**src/rtl/dmx_pkg.sv**
```systemverilog
// dmx_pkg: shared helpers for the dot-matrix scroller (row select, sprite placement, widths)
package dmx_pkg;
  localparam int MAX_W = 64;
  function automatic int cnt_w(input int div);
    return div > 1 ? $clog2(div) : 1;
  endfunction
  function automatic int pos_max(input int wrap, input int cols, input int spr_w);
    return wrap != 0 ? cols - 1 : cols - spr_w;
  endfunction
  function automatic logic [MAX_W-1:0] row_sel(input int idx, input int rows);
    logic [MAX_W-1:0] w;
    w = '0;
    for (int i = 0; i < MAX_W; i++) w[i] = (i < rows) && (i != rows - 1 - idx);
    return w;
  endfunction
  function automatic logic [MAX_W-1:0] place(input logic [MAX_W-1:0] bits, input int pos, input int cols, input int spr_w);
    logic [MAX_W-1:0] w;
    w = '0;
    for (int j = 0; j < MAX_W; j++) if (j < spr_w) w[(pos + j) % cols] = bits[j];
    return w;
  endfunction
endpackage

```
**src/rtl/tick_gen.sv**
```systemverilog
// tick_gen: free-running modulo-DIV counter with a one-cycle tick at terminal count
module tick_gen import dmx_pkg::*; #(
  parameter int DIV = 2
) (
  input  logic                   clk,
  input  logic                   rst,
  output logic                   o_tick,
  output logic [cnt_w(DIV)-1:0]  o_cnt
);
  logic [cnt_w(DIV)-1:0] r_cnt;
  assign o_tick = r_cnt == cnt_w(DIV)'(DIV - 1);
  assign o_cnt  = r_cnt;
  // count up, wrapping to zero after the terminal count
  always_ff @(posedge clk) r_cnt <= (rst || o_tick) ? '0 : r_cnt + 1'b1;
endmodule

```
**src/rtl/dot_matrix_scroller.sv**
```systemverilog
// dot_matrix_scroller: row-scanned LED matrix driver showing a button/auto-scrolled sprite
module dot_matrix_scroller import dmx_pkg::*; #(
  parameter int ROWS     = 8,
  parameter int COLS     = 16,
  parameter int SPR_W    = 8,
  parameter int SCAN_DIV = 2500,
  parameter int KEY_DIV  = 6250000,
  parameter int BLANK    = 4,
  parameter int WRAP     = 1
) (
  input  logic                     clk,
  input  logic                     rst,
  input  logic [ROWS*SPR_W-1:0]    sprite,
  input  logic                     l_sig,
  input  logic                     r_sig,
  input  logic                     auto_en,
  output logic [ROWS-1:0]          row,
  output logic [COLS-1:0]          col,
  output logic [$clog2(COLS)-1:0]  pos,
  output logic                     frame_start
);
  localparam int RW    = $clog2(ROWS);
  localparam int POS_W = $clog2(COLS);
  localparam logic [POS_W-1:0] POS_MAX = POS_W'(pos_max(WRAP, COLS, SPR_W));
  logic                         w_scan_tick, w_key_tick, w_frame, w_blank, w_up, w_dn;
  logic [cnt_w(SCAN_DIV)-1:0]   w_scan_cnt;
  logic [cnt_w(KEY_DIV)-1:0]    w_unused_key_cnt;
  logic [SPR_W-1:0]             w_spr_row;
  logic [POS_W-1:0]             w_disp, w_pos_inc, w_pos_dec;
  logic [ROWS-1:0]              w_row, r_row;
  logic [COLS-1:0]              w_col, r_col;
  logic [RW-1:0]                r_row_idx;
  logic [POS_W-1:0]             r_pos, r_pos_disp;
  logic                         r_frame;
  tick_gen #(.DIV(SCAN_DIV)) u_scan (.clk(clk), .rst(rst), .o_tick(w_scan_tick), .o_cnt(w_scan_cnt));
  tick_gen #(.DIV(KEY_DIV))  u_key  (.clk(clk), .rst(rst), .o_tick(w_key_tick),  .o_cnt(w_unused_key_cnt));
  assign w_frame   = w_scan_cnt == '0 && r_row_idx == '0;
  assign w_disp    = w_frame ? r_pos : r_pos_disp;
  assign w_blank   = int'(w_scan_cnt) < BLANK;
  assign w_spr_row = sprite[r_row_idx*SPR_W +: SPR_W];
  assign w_row     = ROWS'(row_sel(int'(r_row_idx), ROWS));
  assign w_col     = COLS'(place(MAX_W'(w_spr_row), int'(w_disp), COLS, SPR_W));
  assign w_up      = (r_sig & ~l_sig) | (~r_sig & ~l_sig & auto_en);
  assign w_dn      = l_sig & ~r_sig;
  assign w_pos_inc = r_pos == POS_MAX ? (WRAP != 0 ? '0 : POS_MAX) : r_pos + 1'b1;
  assign w_pos_dec = r_pos == '0 ? (WRAP != 0 ? POS_MAX : '0) : r_pos - 1'b1;
  // advance the scanned row, step the position on key ticks and register the pin drive
  always_ff @(posedge clk) begin
    if (rst) begin
      r_row_idx  <= '0;
      r_pos      <= '0;
      r_pos_disp <= '0;
      r_row      <= '1;
      r_col      <= '0;
      r_frame    <= 1'b0;
    end else begin
      if (w_scan_tick) r_row_idx <= r_row_idx == RW'(ROWS - 1) ? '0 : r_row_idx + 1'b1;
      if (w_key_tick) r_pos <= w_up ? w_pos_inc : w_dn ? w_pos_dec : r_pos;
      r_pos_disp <= w_disp;
      r_row      <= w_blank ? '1 : w_row;
      r_col      <= w_blank ? '0 : w_col;
      r_frame    <= w_frame;
    end
  end
  assign row         = r_row;
  assign col         = r_col;
  assign pos         = r_pos;
  assign frame_start = r_frame;
endmodule

```
**config.mk**
```make
export PLATFORM = sky130hd
export DESIGN_NAME = dot_matrix_scroller
export DESIGN_NICKNAME = d
export VERILOG_FILES = /design/src/rtl/dmx_pkg.sv /design/src/rtl/tick_gen.sv /design/src/rtl/dot_matrix_scroller.sv
export SDC_FILE = /design/constraint.sdc
export NUM_CORES = 1
export LEC_CHECK = 0
export BUFFER_PORTS_ARGS = -buffer_cell sky130_fd_sc_hd__buf_4
export CAP_MARGIN = 20
export CORE_ASPECT_RATIO = 0.9
export CORE_MARGIN = 2
export CORE_UTILIZATION = 51
export CTS_CLUSTER_DIAMETER = 200
export DETAILED_ROUTE_END_ITERATION = 16
export PLACE_DENSITY_LB_ADDON = 0.12
export SETUP_SLACK_MARGIN = 0.3
export SYNTH_ARGS = -nofsm -noshare
export SYNTH_HDL_FRONTEND = slang
export SYNTH_SLANG_ARGS = --single-unit
```
**constraint.sdc**
```tcl
create_clock -name clk -period 3.9 [get_ports clk]
set_clock_uncertainty 0.1 [all_clocks]
set_input_delay 0.78 -clock clk [delete_from_list [all_inputs] [get_ports clk]]
set_output_delay 0.78 -clock clk [all_outputs]
set_load 0.02 [all_outputs]
```
==> impl_results.md, run 1 <==
- Crit path kind: flip-flop to flip-flop
- Max Cap Viol: 0
- Post-synth EDFFs: 0
- DRT iter0 DRCs: 760
- Main synth FF type: dfxtp_1
- # DRC: 0
- DR pass1 iterations: 5
- H-Tree Depth: 3
- Worst hold path type: flip-flop to flip-flop
- Post-layout net count: 860
- Via density: about 6.5
- First-pass GRT wire length: 29800 um
- # port buffers: 97
- CTS tree: done
- Required time of the critical path: 4.00 ns
- Synthesized area: 5320 um2
- Final setup viols: 0
- CTS root buf: clkbuf_16
- Grt total ovfl: 0
- Peak Freq: 290 MHz
- Ys async rst share: 0
- Remaining antenna violation count: 0
- Clk pin slew, worst setup/hold paths: 0.06 ns
- Final Non-Filler Cells: 907
- Diode count: 0
- Setup TNS Final: 0 ns
- Die area: between 10000 and 15000 um2
- Cell area power density: 269 nW/um2
- Worst EP arrival: between 3 and 4 ns
- Worst slew margin: 0.494
- Starting density of the core: 0.522
- Post-synth top area share: 0.267
- Final hold vios: 0
- Routed via count: 5867
- Area growth, synth to finish: 25.3%
- Fill count: between 800 and 900
- Leakage: 2.63 nW
- Number of global-route vias before repair: just under 6000
- Clk sink count: 71
- # rows: 35
- Largest area contributor in the netlist: dfxtp_1
- TritonCTS Buffers: 9
- Routability cong.: 0.983
- Syn_nets: 760
- Max VDD drop: 0.000264 V
- Pin count of the biggest net entering global routing: 24
- Reg2reg end: col[1]
- Hold endpoint: u_key.o_cnt[0]
- Clk_lat worst skew: 0.34 ns
- Top cells by area, synth: dfxtp_1 (27%), nor2_1 (7.0%), mux4_2 (6.8%), nand2_1 (4.9%), ha_1 (4.0%)
- Status: finished, final reports clean
- GRT Util Overall: 0.333
- Hold Startpoint: u_key.o_cnt[0]
- Final Util: 0.654
- Hold-fix buffers, CTS: 0
- Flops & latches, synth: 71
- R2R cell count: 9
- CP Max Fanout: 8
- Post-synthesis cell type count: 69
- CTS Buffer Depth: 2
- Synth Warn #: 0
- Startpoint types: flip-flop
- Layout cells sized above 1: 0.248
- Worst setup EP type: flip-flop
- RSZ-0062 raised after global routing: false
- Total core area: 10200 um2
- Register-to-register setup slack: about 0.45 ns
- Top-Level Pins: slightly below 100
- Syn Inst Count: 674
- Worst-Margin Slew: 0.758 ns
- Period utilization: 0.886
- WL/cell: 20.6 um
- Placed cell count: 888
- Post-detail-place hpwl: between 10000 and 15000 um
- Worst Hold Path Cells: 1
- Die W: 112 um
- Synthesized area per cell: ~8 um2
- Worst r2r src: u_scan.o_cnt[3]
- Final WL: 18700 um
- Minimum period implied by the final worst setup slack: about 3.5 ns
- Die height: 101 um
- Initial antenna violation count: 0
- Final max-slew violation count: 0
- Seq/Total Area, Yosys: 0.267
[layer usage]
layer,up-vias,share of wire,track usage
met4,0,0.039,0.149
met2,442,0.45,0.532
met5,-,0,0
met3,77,0.11,0.0806
met1,2697,0.40,0.431
li1,2651,-,-
[cell type report]
type / instances / area (um2) / share of cell area
Tap cell: 129 / 161 / 0.0242
Multi-Input combinational cell: 541 / 3740 / 0.561
Inverter: 22 / 82.6 / 0.0124
Clock buffer: 9 / 225 / 0.0338
Sequential cell: 71 / 1420 / 0.213
Clock inverter: 6 / 71.3 / 0.0107
Timing Repair Buffer: 129 / 968 / 0.145
[worst max-delay path, cell delays in order (launching register included)]
cell and delay [ns]:
dfxtp_1 0.38, nor4_2 0.42, nand4_1 0.21, mux2_2 0.40, inv_1 0.17, ha_1 0.26
xnor2_1 0.42, nor2_1 0.25, a2111oi_1 0.52, o21ai_0 0.17
[synth_stat cells, drive strengths merged, types with 9 or more instances]
library cell	count
mux2	9
or3	9
a21oi	39
mux2i	24
buf	12
o22ai	23
nand3	28
xor2	15
inv	22
nor2	99
ha	17
mux4	16
nor3	22
and3	11
dfxtp	71
nand2	69
xnor2	23
o21ai	34
clkbuf	28
[timing repair]
item / 4_1_cts / 5_1_grt
pin swaps: 1 / 2
hold endpoints to repair: 0 / 0
gates resized for setup: 2 / 9
setup buffers: 1 / 3
endpoints found under the setup margin: 2 / 14
[metrics by stage]
stage | total power, mW | hold slack [ns] | setup WS (ns) | area (um2)
after detailed placement | 0.969 | 0.337 | 0.188 | 6280
after CTS | 1.79 | 0.345 | 0.326 | 6590
after floorplan | 0.879 | 0.313 | 0.314 | 5400
after global routing | 1.84 | 0.358 | 0.288 | 6670
final | 1.79 | 0.344 | 0.446 | 6670
after global placement | 0.964 | 0.323 | 0.356 | 6280
[power by group]
part	internal, mW	total (mW)	switching (mW)
sequential	0.734	0.741	0.00700
combinational	0.112	0.222	0.111
clock	0.496	0.830	0.334
total	1.34	1.79	0.452
[sequential cells by signal, indices dropped and copies added, names as in the netlist]
signal and flops:
col 16, frame_start 1, pos 4, r_pos_disp 4, r_row_idx 3, row 8, u_key.o_cnt 23, u_scan.o_cnt 12
[layout by cell type (no fill, tap or decap), types with 3 or more instances in the layout]
| cell type | count |
|---|---|
| a211oi_1 | 4 |
| a21oi_1 | 38 |
| a221oi_1 | 3 |
| a22oi_1 | 4 |
| a311oi_1 | 3 |
| a31oi_1 | 4 |
| and2_1 | 4 |
| and3_1 | 11 |
| buf_4 | 129 |
| clkbuf_16 | 9 |
| dfxtp_1 | 71 |
| ha_1 | 14 |
| inv_1 | 21 |
| mux2_2 | 8 |
| mux2i_1 | 21 |
| mux4_2 | 16 |
| nand2_1 | 69 |
| nand2b_1 | 7 |
| nand3_1 | 28 |
| nor2_1 | 99 |
| nor2b_1 | 7 |
| nor3_1 | 22 |
| nor3b_1 | 3 |
| o211ai_1 | 3 |
| o21ai_0 | 33 |
| o221ai_1 | 7 |
| o22ai_1 | 23 |
| o32a_1 | 4 |
| o32ai_1 | 3 |
| or2_2 | 4 |
| or3_1 | 9 |
| xnor2_1 | 23 |
| xor2_1 | 15 |
[how the worst max path moves through the flow]
| stage | startpoint | to | slack [ns] | cells past startpoint |
|---|---|---|---|---|
| 3_5_place_dp | u_scan.o_cnt[8] | col[1] | 0.19 | 10 |
| 4_1_cts | u_scan.o_cnt[0] | col[5] | 0.33 | 13 |
| 6_report | u_scan.o_cnt[3] | col[1] | 0.45 | 9 |
| 2_1_floorplan | r_row_idx[1] | col[5] | 0.31 | 19 |
| 3_3_place_gp | u_scan.o_cnt[8] | col[5] | 0.36 | 11 |
| 5_1_grt | u_scan.o_cnt[3] | col[1] | 0.29 | 14 |
[cell families after synthesis]
group	after synthesis	share of synthesized area
compound gates	158	0.197
xor+xnor	38	0.0625
fa+ha+maj	17	0.0400
buf+inv	62	0.0468
flops	71	0.267
mux	49	0.136
simple gates	279	0.250
No activity file was read; power rests on OpenSTA's default activity.
==> run 2: changes to the inputs <==
--- a/config.mk
+++ b/config.mk
@@ -12,7 +12,7 @@
 export CORE_UTILIZATION = 51
 export CTS_CLUSTER_DIAMETER = 200
 export DETAILED_ROUTE_END_ITERATION = 16
-export PLACE_DENSITY_LB_ADDON = 0.12
+export PLACE_DENSITY = 0.76
 export SETUP_SLACK_MARGIN = 0.3
 export SYNTH_ARGS = -nofsm -noshare
 export SYNTH_HDL_FRONTEND = slang
==> run 2 against run 1 <==
Against the previous run: global-route usage down 0.65 points; via count down 2.4%; die area is the same; worst hold slack worse by 0.0011 ns; wire length decreased by 1.3%; critical endpoint is now col[10]; largest cell class unchanged.
==> impl_results.md, run 2 (same netlist as run 1, synthesis figures left out) <==
- CP Max Fanout: 10
- DR pass1 iterations: 5
- Cell area power density: 288 nW/um2
- Area growth, synth to finish: 26.4%
- Commonest non-fill, non-tap cell in the layout: buf_4
- Worst hold path type: flip-flop to flip-flop
- Via density: 6.32
- CTS root buf: clkbuf_16
- Status: finished, final reports clean
- Final hold vios: 0
- Die height: 101 um
- Max Cap Viol: 0
- Placed cell count: 889
- TritonCTS Buffers: 9
- Post-layout net count: 859
- Final WL: approximately 18000 um
- Clk_lat worst skew: between 0.3 and 0.4 ns
- Leakage: 2.67 nW
- Clk pin slew, worst setup/hold paths: 0.06 ns
- Peak Freq: 289 MHz
- Worst-Margin Slew: 0.705 ns
- Final setup viols: 0
- Post-detail-place hpwl: 13600 um
- Worst setup EP type: flip-flop
- Diode count: 0
- # DRC: 0
- Sw frac: 0.236
- H-Tree Depth: 3
- GR Layer Usage met2: 0.511
- DRT iter0 DRCs: 683
- Clk sink count: 71
- Required time of the critical path: 4.02 ns
- Starting density of the core: 0.522
- Max VDD drop: approximately 0.00026 V
- Top-Level Pins: 98
- WL/cell: 20.3 um
- Worst path cell trace: nor4_4, nand4_1, mux2_4, ha_2, a21oi_1, mux2i_1, a211oi_4, or2_2, o2111ai_1, a311oi_1, nor3_1
- CTS tree: done
- Pin count of the biggest net entering global routing: 24
- Met3 Use GR: 0.0866
- # rows: 35
- Worst path slowest cell: mux2_4
- Routability cong.: 0.978
- Clock Power Share: 0.503
- Critical Path Max Stage Delay: 0.43 ns
- Final max-slew violation count: 0
- Hold slack: roughly 0.34 ns
- Worst EP arrival: 3.58 ns
- Initial antenna violation count: 0
- First-pass GRT wire length: 29000 um
- Crit path kind: flip-flop to flip-flop
- Die area: ~11000 um2
- Int Pwr: 1.48 mW
- Comb pwr share: 0.114
- Setup TNS Final: 0 ns
- Number of global-route vias before repair: between 5000 and 6000
- Family with the most delay on the worst path: simple AND/OR/NAND/NOR gates
- Final Non-Filler Cells: slightly above 900
- Die W: 112 um
- Routed via count: 5728
- Minimum period implied by the final worst setup slack: around 3.5 ns
- Worst slew margin: 0.521
- # port buffers: 97
- CTS Buffer Depth: 2
- GRT met1 Usage: 0.430
- Hold-fix buffers, CTS: 0
- Net Switching: 0.457 mW
- Total core area: 10200 um2
- Layout cells sized above 1: 0.252
- Fill count: 842
- RSZ-0062 raised after global routing: false
- Startpoint types: flip-flop
- Remaining antenna violation count: 0
- Grt total ovfl: 0
- Most Crowded Layer GR: met2
- Max reg flops: 23
- Most frequent cells in the layout: buf_4 (127), nor2_1 (99), dfxtp_1 (70), nand2_1 (69), a21oi_1 (38)
- Register share of total power: 0.383
- Period utilization: 0.887
- GRT Util Overall: 0.327
- Critical path buffers and inverters: 0
## run 2: changes by cell type in the layout (fill, tap and decap cells not counted), sizes merged
cell | before | now
bufinv | 1 | 3
clkinvlp | 2 | 0
buf | 129 | 128
clkbuf | 9 | 10
clkinv | 2 | 1
inv | 23 | 24
## run 2: through the flow
stage          power, mW   util  instance area (um2)  worst slack [ns]
2_1_floorplan      0.879      -                 5400             0.314
3_3_place_gp       0.962  0.616                 6290             0.414
3_5_place_dp       0.966  0.616                 6290             0.165
4_1_cts             1.94  0.651                 6640             0.302
5_1_grt             2.00  0.659                 6730             0.282
6_report            1.94  0.659                 6730             0.439
## run 2: metal layers
layer  wire length [um]  part of all wire  up-vias
li1                   -                 -     2649
met1               7560              0.41     2658
met2               8300              0.45      368
met3               2010              0.11       53
met4                580             0.031        0
met5                  0                 0        -
## run 2: repair_timing
item / 4_1_cts / 5_1_grt
pin swaps: 0 / 3
endpoints found under the setup margin: 3 / 13
hold endpoints to repair: 0 / 0
gates resized for setup: 2 / 16
buffers inserted: 0 / 2
## run 2: power groups by stage
stage                     combinational, mW  clock [mW]  sequential, mW
after floorplan                       0.120           0           0.759
after global placement                0.206           0           0.756
after detailed placement              0.209           0           0.757
after CTS                             0.211       0.984           0.741
after global routing                  0.237        1.02           0.742
final                                 0.222       0.973           0.741
## run 2: path summary, 6_finish.rpt
kind         slack (ns)        endpoint  cells after the start            start
max                0.44         col[10]                     11  u_scan.o_cnt[7]
min                0.34  u_key.o_cnt[0]                      1   u_key.o_cnt[0]
max reg2reg        0.44         col[10]                     11  u_scan.o_cnt[7]
min reg2reg        0.34  u_key.o_cnt[0]                      1   u_key.o_cnt[0]
## run 2: final cells by class
class | instances | area [um2] | share of cell area
repair buffers | 128 | 973 | 0.145
multi-input cells | 541 | 3740 | 0.556
flip-flops and latches | 71 | 1420 | 0.211
clock buffers | 10 | 229 | 0.0340
well taps | 129 | 161 | 0.0240
inverters | 22 | 82.6 | 0.0123
clock inverters | 6 | 116 | 0.0173
